--- config.mk ---
export PLATFORM = sky130hd
export DESIGN_NAME = pitch_track_hz
export DESIGN_NICKNAME = d
export VERILOG_FILES = /design/src/rtl/pitch_track_hz.sv
export SDC_FILE = /design/constraint.sdc
export NUM_CORES = 1
export LEC_CHECK = 0
export ABC_CLOCK_PERIOD_IN_PS = 25400
export CAP_MARGIN = 20
export CORE_MARGIN = 2
export CORE_UTILIZATION = 45
export DETAILED_ROUTE_END_ITERATION = 7
export HOLD_SLACK_MARGIN = 0.02
export PLACE_DENSITY_LB_ADDON = 0.08
export SYNTH_ARGS = -nofsm -noshare
export SYNTH_HDL_FRONTEND = slang
export SYNTH_SLANG_ARGS = --single-unit
--- constraint.sdc ---
create_clock -name clk -period 25.4 [get_ports clk]
set_input_delay 7.62 -clock clk [delete_from_list [all_inputs] [get_ports clk]]
set_output_delay 7.62 -clock clk [all_outputs]
set_load 0.05 [all_outputs]
--- src/rtl/pitch_track_hz.sv ---
// Median-of-3 filtered, stability-gated FFT bin to Hz converter; 1-cycle accept-to-valid latency.
// Single output register; input ready = !valid || downstream ready, so a stalled result blocks new input.
module pitch_track_hz #(
  parameter int W             = 16,
  parameter int HZ_PER_BIN_Q8 = 571,
  parameter int TOL           = 1,
  parameter int STABLE        = 4,
  parameter int MIN_BIN       = 4
) (
  input  logic         clk,
  input  logic         reset,
  input  logic [W-1:0] pitch_input_data,
  input  logic         pitch_input_valid,
  output logic         pitch_input_ready,
  output logic [W-1:0] freq_output_data,
  output logic         freq_output_valid,
  input  logic         freq_output_ready
);

  localparam int CW = $clog2(STABLE + 1);
  localparam int W2 = 2 * W;
  localparam logic [CW-1:0] STABLE_C = CW'(STABLE);
  localparam logic [W-1:0]  TOL_C    = W'(TOL);
  localparam logic [W-1:0]  MIN_C    = W'(MIN_BIN);
  localparam logic [W2-1:0] HZ_C     = W2'(HZ_PER_BIN_Q8);
  localparam logic [W2-1:0] RND_C    = W2'(128);

  // Only two history taps are stored: after the shift the oldest sample is h1 and
  // the newest is the incoming bin, so a third register would never be read.
  logic [1:0]    fill, fill_n;
  logic [W-1:0]  h0, h1, h0_n, h1_n;
  logic [W-1:0]  cand, cand_n, rep, rep_n;
  logic [CW-1:0] cnt, cnt_n;
  logic          rep_vld, rep_vld_n;
  logic          accept, emit;
  logic [W-1:0]  med, diff;

  function automatic logic [W-1:0] med3(input logic [W-1:0] a, input logic [W-1:0] b,
                                        input logic [W-1:0] c);
    logic [W-1:0] lo, hi, mid;
    lo  = (a < b) ? a : b;
    hi  = (a < b) ? b : a;
    mid = (hi < c) ? hi : c;
    return (mid > lo) ? mid : lo;
  endfunction

  assign pitch_input_ready = !freq_output_valid || freq_output_ready;
  assign accept            = pitch_input_valid && pitch_input_ready;
  assign med               = med3(pitch_input_data, h0, h1);
  assign diff              = (med > cand) ? (med - cand) : (cand - med);

  always_comb begin
    fill_n    = fill;
    h0_n      = h0;
    h1_n      = h1;
    cand_n    = cand;
    cnt_n     = cnt;
    rep_n     = rep;
    rep_vld_n = rep_vld;
    emit      = 1'b0;
    if (accept) begin
      if (pitch_input_data < MIN_C) begin
        fill_n    = 2'd0;
        h0_n      = '0;
        h1_n      = '0;
        cand_n    = '0;
        cnt_n     = '0;
        rep_vld_n = 1'b0;
      end else begin
        h0_n   = pitch_input_data;
        h1_n   = h0;
        fill_n = (fill == 2'd3) ? 2'd3 : fill + 2'd1;
        if (fill_n == 2'd3) begin
          // The candidate is the anchor: in-tolerance medians only bump the count.
          if (diff <= TOL_C && cnt != '0) begin
            cnt_n = (cnt == STABLE_C) ? cnt : cnt + CW'(1);
          end else begin
            cand_n = med;
            cnt_n  = CW'(1);
          end
          if (cnt_n == STABLE_C && (!rep_vld || cand_n != rep)) begin
            emit      = 1'b1;
            rep_n     = cand_n;
            rep_vld_n = 1'b1;
          end
        end
      end
    end
  end

  always_ff @(posedge clk or negedge reset) begin
    if (!reset) begin
      fill              <= 2'd0;
      h0                <= '0;
      h1                <= '0;
      cand              <= '0;
      cnt               <= '0;
      rep               <= '0;
      rep_vld           <= 1'b0;
      freq_output_valid <= 1'b0;
      freq_output_data  <= '0;
    end else begin
      fill    <= fill_n;
      h0      <= h0_n;
      h1      <= h1_n;
      cand    <= cand_n;
      cnt     <= cnt_n;
      rep     <= rep_n;
      rep_vld <= rep_vld_n;
      if (emit) begin
        freq_output_valid <= 1'b1;
        freq_output_data  <= W'((({{W{1'b0}}, cand_n} * HZ_C) + RND_C) >> 8);
      end else if (freq_output_ready) begin
        freq_output_valid <= 1'b0;
      end
    end
  end

endmodule

Word-level counts from Yosys, hierarchy flattened
Cells that the tools add are included.
{"block": "op_classes", "addsub": 5, "n_mul": 1, "magnitude_cmp": 6, "eq_ne": 5, "mux": 32, "bitwise": 1, "n_reduce_logical": 14}
{"operator": "$mux W16", "n": 14}
{"operator": "$gt A16 B16 Y1", "n": 2}
{"operator": "$lt A16 B16 Y1", "n": 2}
{"operator": "$sub A16 B16 Y16", "n": 2}
{"operator": "$add A24 B8 Y24 const B", "n": 1}
{"operator": "$mul A16 B10 Y24 const B", "n": 1}
{"operator": "$mux W3", "n": 7}
{"operator": "$le A16 B1 Y1 const B", "n": 1}
{"operator": "$lt A16 B3 Y1 const B", "n": 1}
{"operator": "$ne A16 B16 Y1", "n": 1}
{"operator": "$mux W1", "n": 9}
{"operator": "$eq A3 B3 Y1 const B", "n": 2}
{"operator": "$reduce_bool A2 Y1", "n": 3}
{"operator": "$eq A2 B2 Y1 const B", "n": 2}
{"operator": "$mux W2", "n": 2}
{"operator": "$reduce_and A4 Y1", "n": 1}
{"operator": "$add A3 B1 Y3 const B", "n": 1}
{"operator": "$logic_and A1 B1 Y1", "n": 3}
{"operator": "$reduce_and A3 Y1", "n": 1}
{"operator": "$reduce_bool A3 Y1", "n": 1}
{"operator": "$add A2 B1 Y2 const B", "n": 1}
{"operator": "$logic_not A1 Y1", "n": 2}
{"operator": "$logic_or A1 B1 Y1", "n": 2}
{"operator": "$reduce_and A2 Y1", "n": 1}
{"operator": "$not A1 Y1", "n": 1}
{"block": "totals", "ff_bits": 87, "inputBits": 20, "word_cells": 73}

Depth between registers and ports, before layout
Gate-level depths: netlist of run 1.
{"block": "logic_depth", "depth_word": 22, "mapped_depth": 70}

Worst setup path after synthesis of run 1
OpenSTA, ideal clock, no wires.
{"block": "synth_path", "path_type": "input-to-reg", "from": "input pitch_input_data[15]", "to": "register freq_output_data[15]", "setup_time_ps": 125, "arrival_ps": 21508, "setup_slack_ps": 3768, "cell_stages": 64, "path_buffers": 8, "path_cell_list": "ha_1 > a21oi_1 > nand2_1 > a211oi_1 > o21ai_1 > nand2_1 > buf_2 > mux2_2 > ha_1 > a21o_1 > a21o_1 > a21oi_1 > o21ai_0 > nand3_1 > nand3_1 > nor2_1 > clkbuf_1 > o21ai_0 > [... 28 more ...] > fa_1 > inv_1 > fa_1 > fa_1 > inv_1 > fa_1 > inv_1 > ha_1 > and2_1 > o21ai_0 > a31oi_1 > a211oi_1 > a21oi_1 > a21oi_1 > o21bai_1 > a21oi_1 > xor2_1 > mux2i_1"}
{"element": "start, declared", "line_no": "12", "text": "input logic [W-1:0] pitch_input_data,"}
{"element": "$lt A16 B16 Y1", "line_no": "41, 42"}
{"element": "$mux W16", "line_no": "42", "text": "hi = (a < b) ? b : a;"}
{"element": "$lt A16 B16 Y1", "line_no": "43", "text": "mid = (hi < c) ? hi : c;"}
{"element": "$mux W16", "line_no": "43"}
{"element": "$gt A16 B16 Y1", "line_no": "44", "text": "return (mid > lo) ? mid : lo;"}
{"element": "$mux W16", "line_no": "44"}
{"element": "$sub A16 B16 Y16 / $gt A16 B16 Y1 (equally long branches)", "line_no": "50", "text": "assign diff = (med > cand) ? (med - cand) : (cand - med);"}
{"element": "$mux W16", "line_no": "50"}
{"element": "[... 4 more ...]"}
{"element": "$mux W16", "line_no": "62", "text": "if (pitch_input_data < MIN_C) begin"}
{"element": "$mux W16", "line_no": "61", "text": "if (accept) begin"}
{"element": "$mux W16", "line_no": "73", "text": "if (fill_n == 2'd3) begin"}
{"element": "$mux W16 (*)", "line_no": "62"}
{"element": "$mux W16 (*)", "line_no": "61"}
{"element": "via cand_n[8]", "line_no": "32", "text": "logic [W-1:0] cand, cand_n, rep, rep_n;"}
{"element": "$mul A16 B10 Y24 (*)", "line_no": "112", "text": "freq_output_data <= W'((({{W{1'b0}}, cand_n} * HZ_C) + RND_C) >> 8);"}
{"element": "$add A24 B8 Y24 (*)", "line_no": "112"}
{"element": "end signal, assigned", "line_no": "112"}
{"element": "end, declared", "line_no": "15", "text": "output logic [W-1:0] freq_output_data,"}
The timed path passes the listed nets; every way through them passes the cells marked *. The select of a mux whose other input is x is not followed.
A chain may end at the register's enable or synchronous reset.

Worst setup path in the final report of run 1
Ends and elaborated chain as after synthesis.

==> impl_metrics.ini, run 1 <==
[clocking]
cts_setup_buffers = 0
cts_buffers = 9
clock-sinks = 87
cts-resized-gates = 0
path_clk_slew_ns = 0.07
cts_root_buf = clkbuf_16
ctsHtreeMaxLevel = 3
clock_path_buffers = 2
cts_hold_buffers = 0
clock_latency_ns = 0.36
cts_tree = yes

[yosys]
async_reset_ff_share_pct = 100.0
yosysSeqAreaShare_pct = 19.85
yosysWarnings = 0
syn_area_um2 = 10970
synth_top_area_share_pct = 19.85
avgSynthCellArea_um2 = 8.675
synth.most_common_cell = inv_1
synth_cell_types = 78
synthCells = 1264
synth_common_cells = inv_1 (208), ha_1 (167), nand2_1 (94), dfrtp_1 (87), a21oi_1 (79)
synth_edf_count = 0
synth_seq_cells = 87
synth_flop_cell = dfrtp_1
yosysTopAreaCell = dfrtp_1
synth_nets = 1503
synth_area_leaders = dfrtp_1 (20%), ha_1 (19%), fa_1 (9.5%), inv_1 (7.1%), a21oi_1 (3.6%)

[run]
cap_viol_max_count = 0

[sta]
setup_viol = 0
fin_crit_sh_pct = 93.91
maxSlewViolCount = 0
hold_viol = 0
grt_setup_unrepaired = no
fin_skew_ns = 0.01479
max_freq_mhz = 41.92
worst_pin_slew_ns = 0.9510
period_needed_ns = 23.85
finalSetupTns_ns = 0
slew_headroom_pct = 36.01

[global_routing]
grt_pass1_wl_um = 48910
grtUsageMet2_pct = 40.48
grt_antenna_before_repair = 0
gr-max-usage-layer = met2
grt_max_degree = 68
grt_pass1_vias = 9080
overflow = 0
gr-usage-met3_pct = 2.805
grt_usage_pct = 23.81
grt_use_met1_pct = 32.44

[final_layout]
antenna_cells = 0
area_growth_pct = 8.295
drive_gt1_share_pct = 6.002
nNetsFinal = 1517

[floorplanning]
num_io_pins = 38
die_w_um = 160.1
num_rows = 57
core_area_um2 = 24110
die_h_um = 160.1
initial_core_util_pct = 45.49
die_area_um2 = 25630

[route]
wire_per_inst_um = 18.24
vias = 8973
drt_iter0_markers = 558
vias_per_cell = 5.584
first_pass_iters = 5
drcViolationCount = 0
routed_wl_um = 29320
ant_nets = 0

[setup_path]
critPathArrivalTime_ns = 24.13
crit_top_cell = ha_1
end_kind = flop
slowest_delay_ns = 0.79
cp.required_ns = 25.67
critPathMaxFanout = 43
crit_type = in2reg
cp_slowest_cell = a2111oi_0
worst_setup_path_start_kind = primary input

[outcome]
status = finished clean

[placed_design]
place_congestion = 0.8717
portBuffers = 37
dp_hpwl_um = 23580

[min_path]
hold_path_class = reg2reg
[worst paths after layout]
| check | from | endpoint | slack (ns) | cells after the start |
|---|---|---|---|---|
| min in group asynchronous | reset | h0[13] | 7.25 | 1 |
| min | freq_output_data[6] | freq_output_data[6] | 0.49 | 1 |
| max | pitch_input_data[15] | freq_output_data[15] | 1.55 | 64 |
| min reg2reg | freq_output_data[6] | freq_output_data[6] | 0.49 | 1 |
| max reg2reg | h0[15] | freq_output_data[15] | 8.82 | 64 |
| max in group asynchronous | reset | rep[1] | 17.11 | 2 |
[layout by cell type (no fill, tap or decap), drive strengths merged, types with 7 or more instances in the layout]
cell and instances:
nand3 13, nor2b 12, mux2 33, clkbuf 11, nand2 94, xnor2 28
xor2 9, nor2 51, o211ai 12, a21o 15, dfrtp 87, inv 209
a211oi 37, and3 7, nor4 24, clkdlybuf4s50 36, a21oi 80, fa 52
o21ai 71, o22ai 20, o21a 16, nand4 12, and2 7, ha 167
a31oi 7, nor3 17, mux2i 34, buf 16, a22o 14
[metrics by stage]
step / hold WS (ns) / area [um2] / util (%) / cells / worst slack [ns]
2_1_floorplan: 0.4828 / 10970 / - / 1264 / 3.768
3_3_place_gp: 0.4774 / 11600 / 48.12 / 1591 / 1.455
3_5_place_dp: 0.4809 / 11600 / 48.12 / 1591 / 1.432
4_1_cts: 0.4962 / 11880 / 49.26 / 1607 / 1.740
5_1_grt: 0.5181 / 11880 / 49.26 / 1607 / 0.2144
6_report: 0.4916 / 11880 / 49.26 / 1607 / 1.548
[per-layer routing]
metal  vias up  wire length, um
met1      4315            13820
met2       162            13910
met3        36             1085
met5         -                0
li1       4460                -
met4         0              502
[cells by family (layout without fill, tap and decap cells)]
group	Yosys count	in the layout	synth area share, %
AOI/OAI and AO/OA	324	324	20.04
and+or+nand+nor	273	273	12.49
DFF	87	87	19.85
buffers and inverters	257	276	9.482
adders and majority gates	219	219	28.55
xor gates and xnor gates	37	37	2.955
muxes	67	67	6.629
[state kept, by name (all words and copies together) (netlist names)]
register           cells
h1                    16
rep                   16
freq_output_data      16
h0                    16
freq_output_valid      1
cand                  16
rep_vld                1
fill                   2
cnt                    3
[critical path, delay by kind of cell]
kind	cells	cell delay, ns
AO/OA/AOI/OAI	28	6.96
AND/OR/NAND/NOR	14	2.79
XOR/XNOR	1	0.16
adder cells (fa/ha/maj)	10	3.87
buffers and inverters	9	2.18
multiplexers	2	0.51
[final cells by class]
cell class	instances	area, um2
Fill cell	2438	12230
Multi-Input combinational cell	920	7756
Sequential cell	87	2177
Inverter	208	780.7
Timing Repair Buffer	52	480.5
Tap cell	324	405.4
Clock buffer	11	232.7
Clock inverter	5	42.54
Power of run 1 is left out: the tool's default activity adds up to more than one toggle a clock period on the data nets, which glitch-free logic cannot reach.
==> inputs of run 2 (changes only) <==
--- a/config.mk
+++ b/config.mk
@@ -8,10 +8,12 @@
 export ABC_CLOCK_PERIOD_IN_PS = 25400
 export CAP_MARGIN = 20
 export CORE_MARGIN = 2
-export CORE_UTILIZATION = 45
+export CORE_UTILIZATION = 60
+export CTS_CLUSTER_DIAMETER = 80
 export DETAILED_ROUTE_END_ITERATION = 7
 export HOLD_SLACK_MARGIN = 0.02
 export PLACE_DENSITY_LB_ADDON = 0.08
+export SKIP_LAST_GASP = 1
 export SYNTH_ARGS = -nofsm -noshare
 export SYNTH_HDL_FRONTEND = slang
 export SYNTH_SLANG_ARGS = --single-unit
==> run 2 against run 1 <==
Compared with the run above:
- routed wire length decreased by 5.1%
- global-route usage is 6.5 points higher
- worst hold slack better by 0.0068 ns
- non-clock buffer count decreased by 1
- count of clock-buffer cells in the layout rose by 1
- largest cell class unchanged
==> impl_metrics.ini, run 2 (synthesized netlist as in run 1, its figures left out) <==
[setup_path]
slowest_delay_ns = 0.61
ff2ff_path_depth = 62
critPathArrivalTime_ns = 24.20
worst_setup_path_start_kind = primary input
critPathMaxFanout = 27
startpoint = pitch_input_data[15]
end_kind = flop
r2r_slack_ns = 8.73
worstReg2RegStart = h0[15]
cp_slowest_cell = a211oi_1
endpoint = freq_output_data[15]
worstReg2RegEnd = freq_output_data[15]
crit_type = in2reg
crit_top_cell = ha_1
cp.required_ns = 25.66

[sta]
setup_viol = 0
hold_viol = 0
finalSetupTns_ns = 0
period_needed_ns = 23.94
fin_skew_ns = 0.01036
worst_pin_slew_ns = 1.060
grt_setup_unrepaired = no
max_freq_mhz = 41.78
fin_crit_sh_pct = 94.24
maxSlewViolCount = 0
slew_headroom_pct = 28.65

[floorplanning]
die_h_um = 139.2
core_area_um2 = 17960
die_w_um = 139.2
num_rows = 49
initial_core_util_pct = 61.04
num_io_pins = 38
die_area_um2 = 19370

[route]
drcViolationCount = 0
wire_per_inst_um = 18.42
first_pass_iters = 5
vias_per_cell = 5.992
vias = 9054
routed_wl_um = 27840
ant_nets = 0
drt_iter0_markers = 558

[final_layout]
fin_util_pct = 65.42
layout_common_cells = inv_1 (208), ha_1 (167), nand2_1 (93)
nNetsFinal = 1516
design_area_um2 = 11750
antenna_cells = 0
area_growth_pct = 7.166
fillers = 1573
drive_gt1_share_pct = 6.006
final_common_cell = inv_1

[clocking]
cts_buffers = 9
ctsHtreeMaxLevel = 3
cts-resized-gates = 0
path_clk_slew_ns = 0.07
clock_latency_ns = 0.36
cts_hold_buffers = 0
cts_setup_buffers = 0
cts_tree = yes
clock-sinks = 87
cts_root_buf = clkbuf_16
clock_path_buffers = 2

[global_routing]
grt_max_degree = 71
grt_pass1_wl_um = 47290
grt_antenna_before_repair = 0
overflow = 0
grt_usage_pct = 30.27
grt_pass1_vias = 9225

[placed_design]
place_area_um2 = 11470
dp_hpwl_um = 22290
portBuffers = 37
place_congestion = 0.9226

[run]
cap_viol_max_count = 0

[outcome]
status = finished clean

[min_path]
hold_path_class = reg2reg
[run 2: worst max-delay path: cells and delay by family]
family | cells | cell delay [ns]
multiplexers | 3 | 0.86
buffers and inverters | 8 | 1.67
AO/OA/AOI/OAI | 24 | 6.15
adder cells (fa/ha/maj) | 10 | 3.92
XOR/XNOR | 2 | 0.48
AND/OR/NAND/NOR | 15 | 3.42
[run 2: worst min-delay path by stage]
stage	start	endpoint	slack [ns]	cells past startpoint
after floorplan	rep[6]	rep[6]	0.48	1
after global placement	freq_output_data[13]	freq_output_data[13]	0.47	1
after detailed placement	freq_output_data[9]	freq_output_data[9]	0.48	1
after CTS	freq_output_data[9]	freq_output_data[9]	0.50	1
after global routing	freq_output_data[13]	freq_output_data[13]	0.51	1
final	freq_output_data[2]	freq_output_data[2]	0.50	1
[run 2: per-layer routing]
metal  vias to the layer above  global-route usage, %  share of wire, %
met4                         0                  11.00               3.0
met1                      4308                  39.73                44
li1                       4463                      -                 -
met2                       224                  51.10                48
met3                        59                  4.351               5.2
met5                         -                      0                 0
[run 2: final cells by class]
class | instances | area (um2) | area share, %
clock inverters | 4 | 28.78 | 0.2449
multi-input cells | 920 | 7759 | 66.02
well taps | 229 | 286.5 | 2.438
inverters | 208 | 780.7 | 6.644
clock buffers | 12 | 246.5 | 2.098
flip-flops and latches | 87 | 2177 | 18.53
repair buffers | 51 | 473.0 | 4.025
[run 2: through the flow]
| stage | setup slack, ns | hold slack [ns] | cells |
|---|---|---|---|
| floorplan | 3.768 | 0.4828 | 1264 |
| global placement | 1.260 | 0.4748 | 1495 |
| detailed placement | 1.008 | 0.4844 | 1495 |
| CTS | 1.337 | 0.5027 | 1511 |
| global route | 0.08616 | 0.5094 | 1511 |
| finish | 1.464 | 0.4984 | 1511 |
Power of run 2 is left out for the same reason.
